==> config.mk <==
export PLATFORM = sky130hd
export DESIGN_NAME = approx_add_pipe
export DESIGN_NICKNAME = d
export VERILOG_FILES = /design/src/rtl/approx_pkg.sv /design/src/rtl/approx_loa_adder.sv /design/src/rtl/approx_add_pipe.sv
export SDC_FILE = /design/constraint.sdc
export NUM_CORES = 1
export LEC_CHECK = 0
export BUFFER_PORTS_ARGS = -buffer_cell sky130_fd_sc_hd__buf_2
export CORE_MARGIN = 5
export CORE_UTILIZATION = 30
export CTS_CLUSTER_SIZE = 40
export DETAILED_ROUTE_END_ITERATION = 12
export PLACE_DENSITY = 0.58
export SYNTH_ARGS = -nofsm -noshare
export SYNTH_HDL_FRONTEND = slang
export SYNTH_SLANG_ARGS = --single-unit
==> constraint.sdc <==
create_clock -name clk -period 14.3 [get_ports clk]
set_clock_uncertainty 0.05 [all_clocks]
set_input_delay 0.715 -clock clk [delete_from_list [all_inputs] [get_ports clk]]
set_output_delay 0.715 -clock clk [all_outputs]
set_load 0.02 [all_outputs]
==> src/rtl/approx_pkg.sv <==
// Shared encodings for the approximate arithmetic units.
package approx_pkg;

  localparam int OP_W = 2;

  localparam logic [OP_W-1:0] OP_ADD = 2'b00;
  localparam logic [OP_W-1:0] OP_ACC = 2'b01;
  localparam logic [OP_W-1:0] OP_CLR = 2'b10;
  // 2'b11 is reserved and decodes as OP_ADD wherever it is seen.

endpackage

==> src/rtl/approx_loa_adder.sv <==
// Lower-part-OR approximate adder. Bits below k use an OR cell; bits k and up are an exact
// ripple adder whose carry-in is the AND of the top approximate bit pair.
module approx_loa_adder #(
  parameter int WIDTH      = 16,
  parameter int MAX_APPROX = 8,
  localparam int KW        = $clog2(MAX_APPROX + 1)
) (
  input  logic [WIDTH-1:0] x,
  input  logic [WIDTH-1:0] y,
  input  logic [KW-1:0]    k,
  output logic [WIDTH-1:0] s,
  output logic             cout
);

  logic [WIDTH-1:0] mask;
  logic [WIDTH:0]   c;

  // Per-bit selector: 1 marks an approximate (OR) cell.
  always_comb begin
    mask = '0;
    for (int i = 0; i < WIDTH; i++) begin
      mask[i] = (i < int'(k));
    end
  end

  // Bit-serial sum. In the OR region the carry only matters at bit k-1, where it feeds the
  // exact part; lower carries are overwritten before they are consumed.
  always_comb begin
    s    = '0;
    c    = '0;
    for (int i = 0; i < WIDTH; i++) begin
      if (mask[i]) begin
        s[i]   = x[i] | y[i];
        c[i+1] = x[i] & y[i];
      end else begin
        s[i]   = x[i] ^ y[i] ^ c[i];
        c[i+1] = (x[i] & y[i]) | (c[i] & (x[i] ^ y[i]));
      end
    end
    cout = c[WIDTH];
  end

endmodule

==> src/rtl/approx_add_pipe.sv <==
// Two-stage valid/ready approximate adder/accumulator. S1 captures op, operands and the level
// in force at accept time; S2 computes and registers the result and owns the accumulator.
module approx_add_pipe
  import approx_pkg::*;
#(
  parameter int WIDTH      = 16,
  parameter int MAX_APPROX = 8,
  localparam int KW        = $clog2(MAX_APPROX + 1)
) (
  input  logic             clk,
  input  logic             rst,
  input  logic             cfg_we,
  input  logic [KW-1:0]    cfg_k,
  input  logic             in_valid,
  output logic             in_ready,
  input  logic [OP_W-1:0]  in_op,
  input  logic [WIDTH-1:0] in_a,
  input  logic [WIDTH-1:0] in_b,
  output logic             out_valid,
  input  logic             out_ready,
  output logic [WIDTH-1:0] out_sum,
  output logic             out_cout
);

  localparam logic [KW-1:0] KMAX = KW'(MAX_APPROX);

  logic [KW-1:0]    k_q;
  logic             s1_valid;
  logic [OP_W-1:0]  s1_op;
  logic [WIDTH-1:0] s1_a;
  logic [WIDTH-1:0] s1_b;
  logic [KW-1:0]    s1_k;
  logic [WIDTH-1:0] acc_q;

  logic             adv1;
  logic             adv2;
  logic [WIDTH-1:0] add_x;
  logic [WIDTH-1:0] add_y;
  logic [WIDTH-1:0] add_s;
  logic             add_cout;
  logic [WIDTH-1:0] res_sum;
  logic             res_cout;

  // Pipeline advance: a stage moves when it is empty or the stage after it moves.
  always_comb begin
    adv2     = ~out_valid | out_ready;
    adv1     = ~s1_valid | adv2;
    in_ready = adv1;
  end

  // Level register; oversize requests clamp to the largest supported level.
  always_ff @(posedge clk) begin
    if (rst) begin
      k_q <= '0;
    end else if (cfg_we) begin
      k_q <= (cfg_k > KMAX) ? KMAX : cfg_k;
    end
  end

  // Stage 1: capture the accepted beat together with the level sampled at accept time.
  always_ff @(posedge clk) begin
    if (rst) begin
      s1_valid <= 1'b0;
      s1_op    <= OP_ADD;
      s1_a     <= '0;
      s1_b     <= '0;
      s1_k     <= '0;
    end else if (adv1) begin
      s1_valid <= in_valid;
      if (in_valid) begin
        s1_op <= in_op;
        s1_a  <= in_a;
        s1_b  <= in_b;
        s1_k  <= k_q;
      end
    end
  end

  // Operand select: ACC adds operand A onto the accumulator, everything else adds A and B.
  always_comb begin
    add_x = s1_a;
    add_y = s1_b;
    if (s1_op == OP_ACC) begin
      add_x = acc_q;
      add_y = s1_a;
    end
  end

  approx_loa_adder #(
    .WIDTH      (WIDTH),
    .MAX_APPROX (MAX_APPROX)
  ) u_adder (
    .x    (add_x),
    .y    (add_y),
    .k    (s1_k),
    .s    (add_s),
    .cout (add_cout)
  );

  // CLR forces a zero result beat.
  always_comb begin
    res_sum  = add_s;
    res_cout = add_cout;
    if (s1_op == OP_CLR) begin
      res_sum  = '0;
      res_cout = 1'b0;
    end
  end

  // Stage 2: result registers and accumulator, updated only on the S1->S2 transfer so that
  // back-to-back ACC beats see the freshly written accumulator.
  always_ff @(posedge clk) begin
    if (rst) begin
      out_valid <= 1'b0;
      out_sum   <= '0;
      out_cout  <= 1'b0;
      acc_q     <= '0;
    end else if (adv2) begin
      out_valid <= s1_valid;
      if (s1_valid) begin
        out_sum  <= res_sum;
        out_cout <= res_cout;
        if (s1_op == OP_ACC) begin
          acc_q <= add_s;
        end else if (s1_op == OP_CLR) begin
          acc_q <= '0;
        end
      end
    end
  end

endmodule

==> flow_results.org <==
** Synth
- Fraction of the yosys area taken by sequential cells :: 36.77%
- Post-synth cell types :: 35
- Syn Nets :: 568
- Averaged over all synthesized cells, the footprint is 8.771 um^2.
- After Yosys synthesis, and, or, nand and nor cells account for 15.19% of the synthesized area.
- XOR/XNOR share of the synthesized area :: 0%
- Proportion of synthesized area in mux cells :: 10.92%
- Syn Std Cell Area :: 4193 um^2
- By area, the combinational part of the netlist is dominated by adder cells.
- Synth Area in Compound Gates :: 14.23%
- In this run, synthesis produced a sequential element count of 77.
- Synthesis produced a netlist whose cell count is 478.
- Ys Warns :: 0
- Of the total synthesized cell area, the portion taken by full adders, half adders and majority gates is 16.71%.

** Outcome
- The flow ran to the end, and the final reports show no timing, DRC or antenna violations.

** Critical path
- Worst endpoint data arrival time :: 9410 ps
- CP dominant cell by count :: sky130_fd_sc_hd__fa_1
- STA classifies the critical path startpoint as a flop.
- Family of cells with the greatest summed delay on the critical path :: adder cells
- Together, buffers and inverters on the worst path number 2.
- For the worst flop-to-flop path, the logic depth is 42.
- Cell at the slowest stage of the critical path :: sky130_fd_sc_hd__or4b_1
- In this run the critical register-to-register path is launched from s1_op[1]$_SDFFE_PP0P_.
- Type of the worst setup path :: flop to flop
- Endpoint of the worst-slack reg-to-reg timing path :: acc_q[15]$_SDFFE_PP0P_
- Critical Path End Type :: flop
- Worst-case register-to-register setup slack :: 5090 ps
- Data on the critical path is required at its endpoint by 14500 ps.
- Maximum net fanout on the critical path :: 36
- Slowest Stage Delay on Critical Path :: 510 ps

** Clock network
- Counting the buffers created by CTS gives 9.
- Clock slew seen by the registers of the worst setup and hold paths :: 50 ps
- Total setup buffers inserted after CTS :: 0
- TritonCTS clock tree :: done
- Post-CTS Hold Fix Bufs :: 0
- Root cell of the clock tree :: sky130_fd_sc_hd__clkbuf_16
- The H-tree was split into 3 levels.
- Count of cells resized by post-cts repair :: 0
- Clock latency on the worst-skew pair, taken at its later pin, is 330 ps.
- Number of sinks on the clock net :: 77
- The clock passes through at most 2 buffers.

** STA
- The worst path in the final design needs a cycle of 9208 ps, including I/O delays and setup.
- Normalized max-slew margin :: 30.16%
- Setup-failing EPs final :: 0
- Final count of hold timing violations :: 0
- Max frequency :: 0.1086 GHz
- Unrepaired setup endpoints after global routing :: false
- Final period utilization :: 64.39%
- Setup TNS :: 0 ps
- Max-slew violations :: 0
- Slew at the pin closest to its max-slew limit :: 1048 ps

** Worst hold path
- Counting instances, the worst hold path has a depth of 2.
- The worst hold path begins at out_sum[12]$_SDFFE_PP0P_.
- The path class of the tightest hold or removal check is flop to flop.
- The worst hold path terminates at out_sum[12]$_SDFFE_PP0P_.

** Final layout
- Counting the fill cells in the layout gives 1488.
- Post-route cell area :: 4915 um^2
- Leading cell type in the layout, fill and taps excluded :: sky130_fd_sc_hd__nand2_1
- Post-layout nets :: 617
- Commonest non-fill, non-tap cells in the layout :: 101 x sky130_fd_sc_hd__nand2_1, 77 x sky130_fd_sc_hd__dfxtp_1, 61 x sky130_fd_sc_hd__a21oi_1, 61 x sky130_fd_sc_hd__buf_2, 39 x sky130_fd_sc_hd__mux2i_1
- Summing all multi-input logic gate instances after layout gives 2406 um^2.
- Of the cells placed in the final design, the portion with a size suffix greater than 1 is 16.38%.
- The repair_antennas step left the layout with diodes totalling 0.
- Layout Utilization :: 35.68%
- Across the whole layout, storage elements account for 1541 um^2.
- Area added between synthesis and finish :: 17.22%

** Global route
- Number of global-route vias before repair :: 3378
- Layer with the highest usage :: met2
- The first global-routing pass estimated 16.88 mm of wire.
- Global routing used 17.25% of the available met1 tracks.
- For this run the aggregate overflow at the end of global routing stands at 0.
- Met2 GRT Util :: 20.63%
- Met3 layer usage reported by global route :: 2.292%
- Total track usage :: 12.99%
- Entering global routing, the biggest net connects 57 pins.
- Initial antenna violation count :: 0

** Routing
- Antenna Nets Post-Route :: 0
- The routed layout has 3356 vias.
- The final layout contains routed wiring with a total length of 10.11 mm.
- After the first detailed-routing iteration, the DRC count stood at 188.
- In the routed layout, each cell is associated on average with a via count of 4.720.
- Dividing the detail-routed wire length by the instance count gives 14.22 um.
- The first TritonRoute pass finished after 4 iterations.
- Remaining DRCs :: 0

** Place
- Routability congestion estimate :: 0.8022
- The placed instances occupy a cell area of 4639 um^2.
- The HPWL after detailed placement is 7.399 mm.
- The count of buffers added on input and output ports is 61.

** Pwr
- VDD IR max :: 0.00004528 V
- Leakage power of the design :: 2.247 nW
- Areal power density over the cells :: 104.7 nW/um^2

** Die
- The floorplan step defined a core boundary enclosing 13770 um^2.
- The floorplan step defined a die boundary enclosing 16440 um^2.
- Number of primary I/O pins :: 62
- Vertical die dimension :: 128.2 um
- Once the floorplan was initialized, standard cells occupied 30.44% of the core.
- Measured along the x axis, the die boundary spans 128.2 um.
- The initialized floorplan defines 43 standard-cell rows.

** Run
- Number of max-cap violations :: 0
report_power, final:
group          internal [mW]  total (mW)  switching, mW
Clock                  0.134       0.214         0.0804
Combinational         0.0263      0.0693         0.0430
Sequential             0.224       0.231        0.00707
metrics by stage:
step	setup slack, ps	hold slack [ps]	std cells	total power, mW
floorplan	5911	374.8	478	0.2816
global placement	5379	386.8	696	0.3027
detailed placement	5050	392.6	696	0.3052
CTS	5027	405.3	711	0.5221
global route	4455	427.5	711	0.5414
finish	5092	396.8	711	0.5145
worst max-delay path by stage:
stage,startpoint,end,slack [ps],depth (start not counted)
after detailed placement,s1_op[1]$_SDFFE_PP0P_,acc_q[15]$_SDFFE_PP0P_,5050,42
after global placement,s1_op[1]$_SDFFE_PP0P_,acc_q[15]$_SDFFE_PP0P_,5380,42
final,s1_op[1]$_SDFFE_PP0P_,acc_q[15]$_SDFFE_PP0P_,5090,42
after CTS,s1_op[1]$_SDFFE_PP0P_,acc_q[15]$_SDFFE_PP0P_,5030,42
after floorplan,s1_op[1]$_SDFFE_PP0P_,acc_q[15]$_SDFFE_PP0P_,5910,44
after global routing,s1_op[1]$_SDFFE_PP0P_,acc_q[15]$_SDFFE_PP0P_,4450,42
state kept, by name, summed over array words and instances (netlist names):
signal     count
acc_q         16
out_sum       16
s1_a          16
s1_b          16
k_q            4
s1_k           4
s1_op          2
out_cout       1
out_valid      1
s1_valid       1
layout make-up:
type | count | area share [%]
multi-input cells | 339 | 48.96
clock buffers | 13 | 4.888
inverters | 35 | 2.673
clock inverters | 2 | 0.7128
flip-flops and latches | 77 | 31.36
well taps | 180 | 4.582
repair buffers | 65 | 6.823
worst register-to-register path, delay by kind of cell, from the launching register on:
kind | cells | cell delay (ps)
compound gates | 9 | 1060
fa+ha+maj | 17 | 4590
buf+inv | 2 | 540
flops | 1 | 320
mux | 7 | 1800
simple gates | 7 | 770
routing by layer:
layer  part of all wire [%]  wire length (um)  up-vias
li1                       -                 -     1692
met1                     49              4921     1580
met5                      0                 0        -
met3                    3.1               316       12
met4                    1.9               197        0
met2                     46              4677       72
logic make-up after synthesis:
kind of cell / Yosys count
AND/OR/NAND/NOR: 146
flip-flops: 77
AO/OA/AOI/OAI: 101
buffers and inverters: 62
adder cells (fa/ha/maj): 47
multiplexers: 45
cell usage after synthesis:
cell type / count / area [um^2]
sky130_fd_sc_hd__or3_1: 6 / 37.54
sky130_fd_sc_hd__mux2_2: 6 / 67.56
sky130_fd_sc_hd__o211ai_1: 2 / 15.01
sky130_fd_sc_hd__a21oi_1: 62 / 310.3
sky130_fd_sc_hd__nand4_1: 2 / 12.51
sky130_fd_sc_hd__fa_1: 15 / 300.3
sky130_fd_sc_hd__clkbuf_1: 12 / 45.04
sky130_fd_sc_hd__mux2i_1: 39 / 390.4
sky130_fd_sc_hd__o21ai_1: 1 / 5.000
sky130_fd_sc_hd__inv_1: 35 / 131.4
sky130_fd_sc_hd__nand3_1: 1 / 5.000
sky130_fd_sc_hd__nand3b_1: 2 / 15.01
sky130_fd_sc_hd__buf_6: 2 / 22.52
sky130_fd_sc_hd__a22o_1: 10 / 87.58
sky130_fd_sc_hd__nor2b_1: 4 / 25.02
sky130_fd_sc_hd__nor2_2: 1 / 6.260
sky130_fd_sc_hd__o21ai_0: 14 / 70.07
sky130_fd_sc_hd__nor2_1: 16 / 60.06
sky130_fd_sc_hd__ha_1: 32 / 400.4
sky130_fd_sc_hd__dfxtp_1: 77 / 1541
sky130_fd_sc_hd__or4b_1: 1 / 10.01
sky130_fd_sc_hd__a31oi_1: 1 / 6.260
sky130_fd_sc_hd__or3b_1: 2 / 17.52
sky130_fd_sc_hd__o21a_1: 1 / 7.510
sky130_fd_sc_hd__buf_2: 9 / 45.04
sky130_fd_sc_hd__or2_2: 1 / 6.260
sky130_fd_sc_hd__a32o_1: 8 / 80.08
sky130_fd_sc_hd__nand4b_1: 1 / 8.760
sky130_fd_sc_hd__nand2_1: 101 / 379.1
sky130_fd_sc_hd__nor3_2: 1 / 10.01
sky130_fd_sc_hd__and2_1: 2 / 12.51
sky130_fd_sc_hd__o31ai_1: 2 / 15.01
sky130_fd_sc_hd__buf_1: 4 / 15.01
sky130_fd_sc_hd__or2_1: 1 / 6.260
sky130_fd_sc_hd__nand2b_1: 4 / 25.02
No activity file was read; power rests on OpenSTA's default activity.
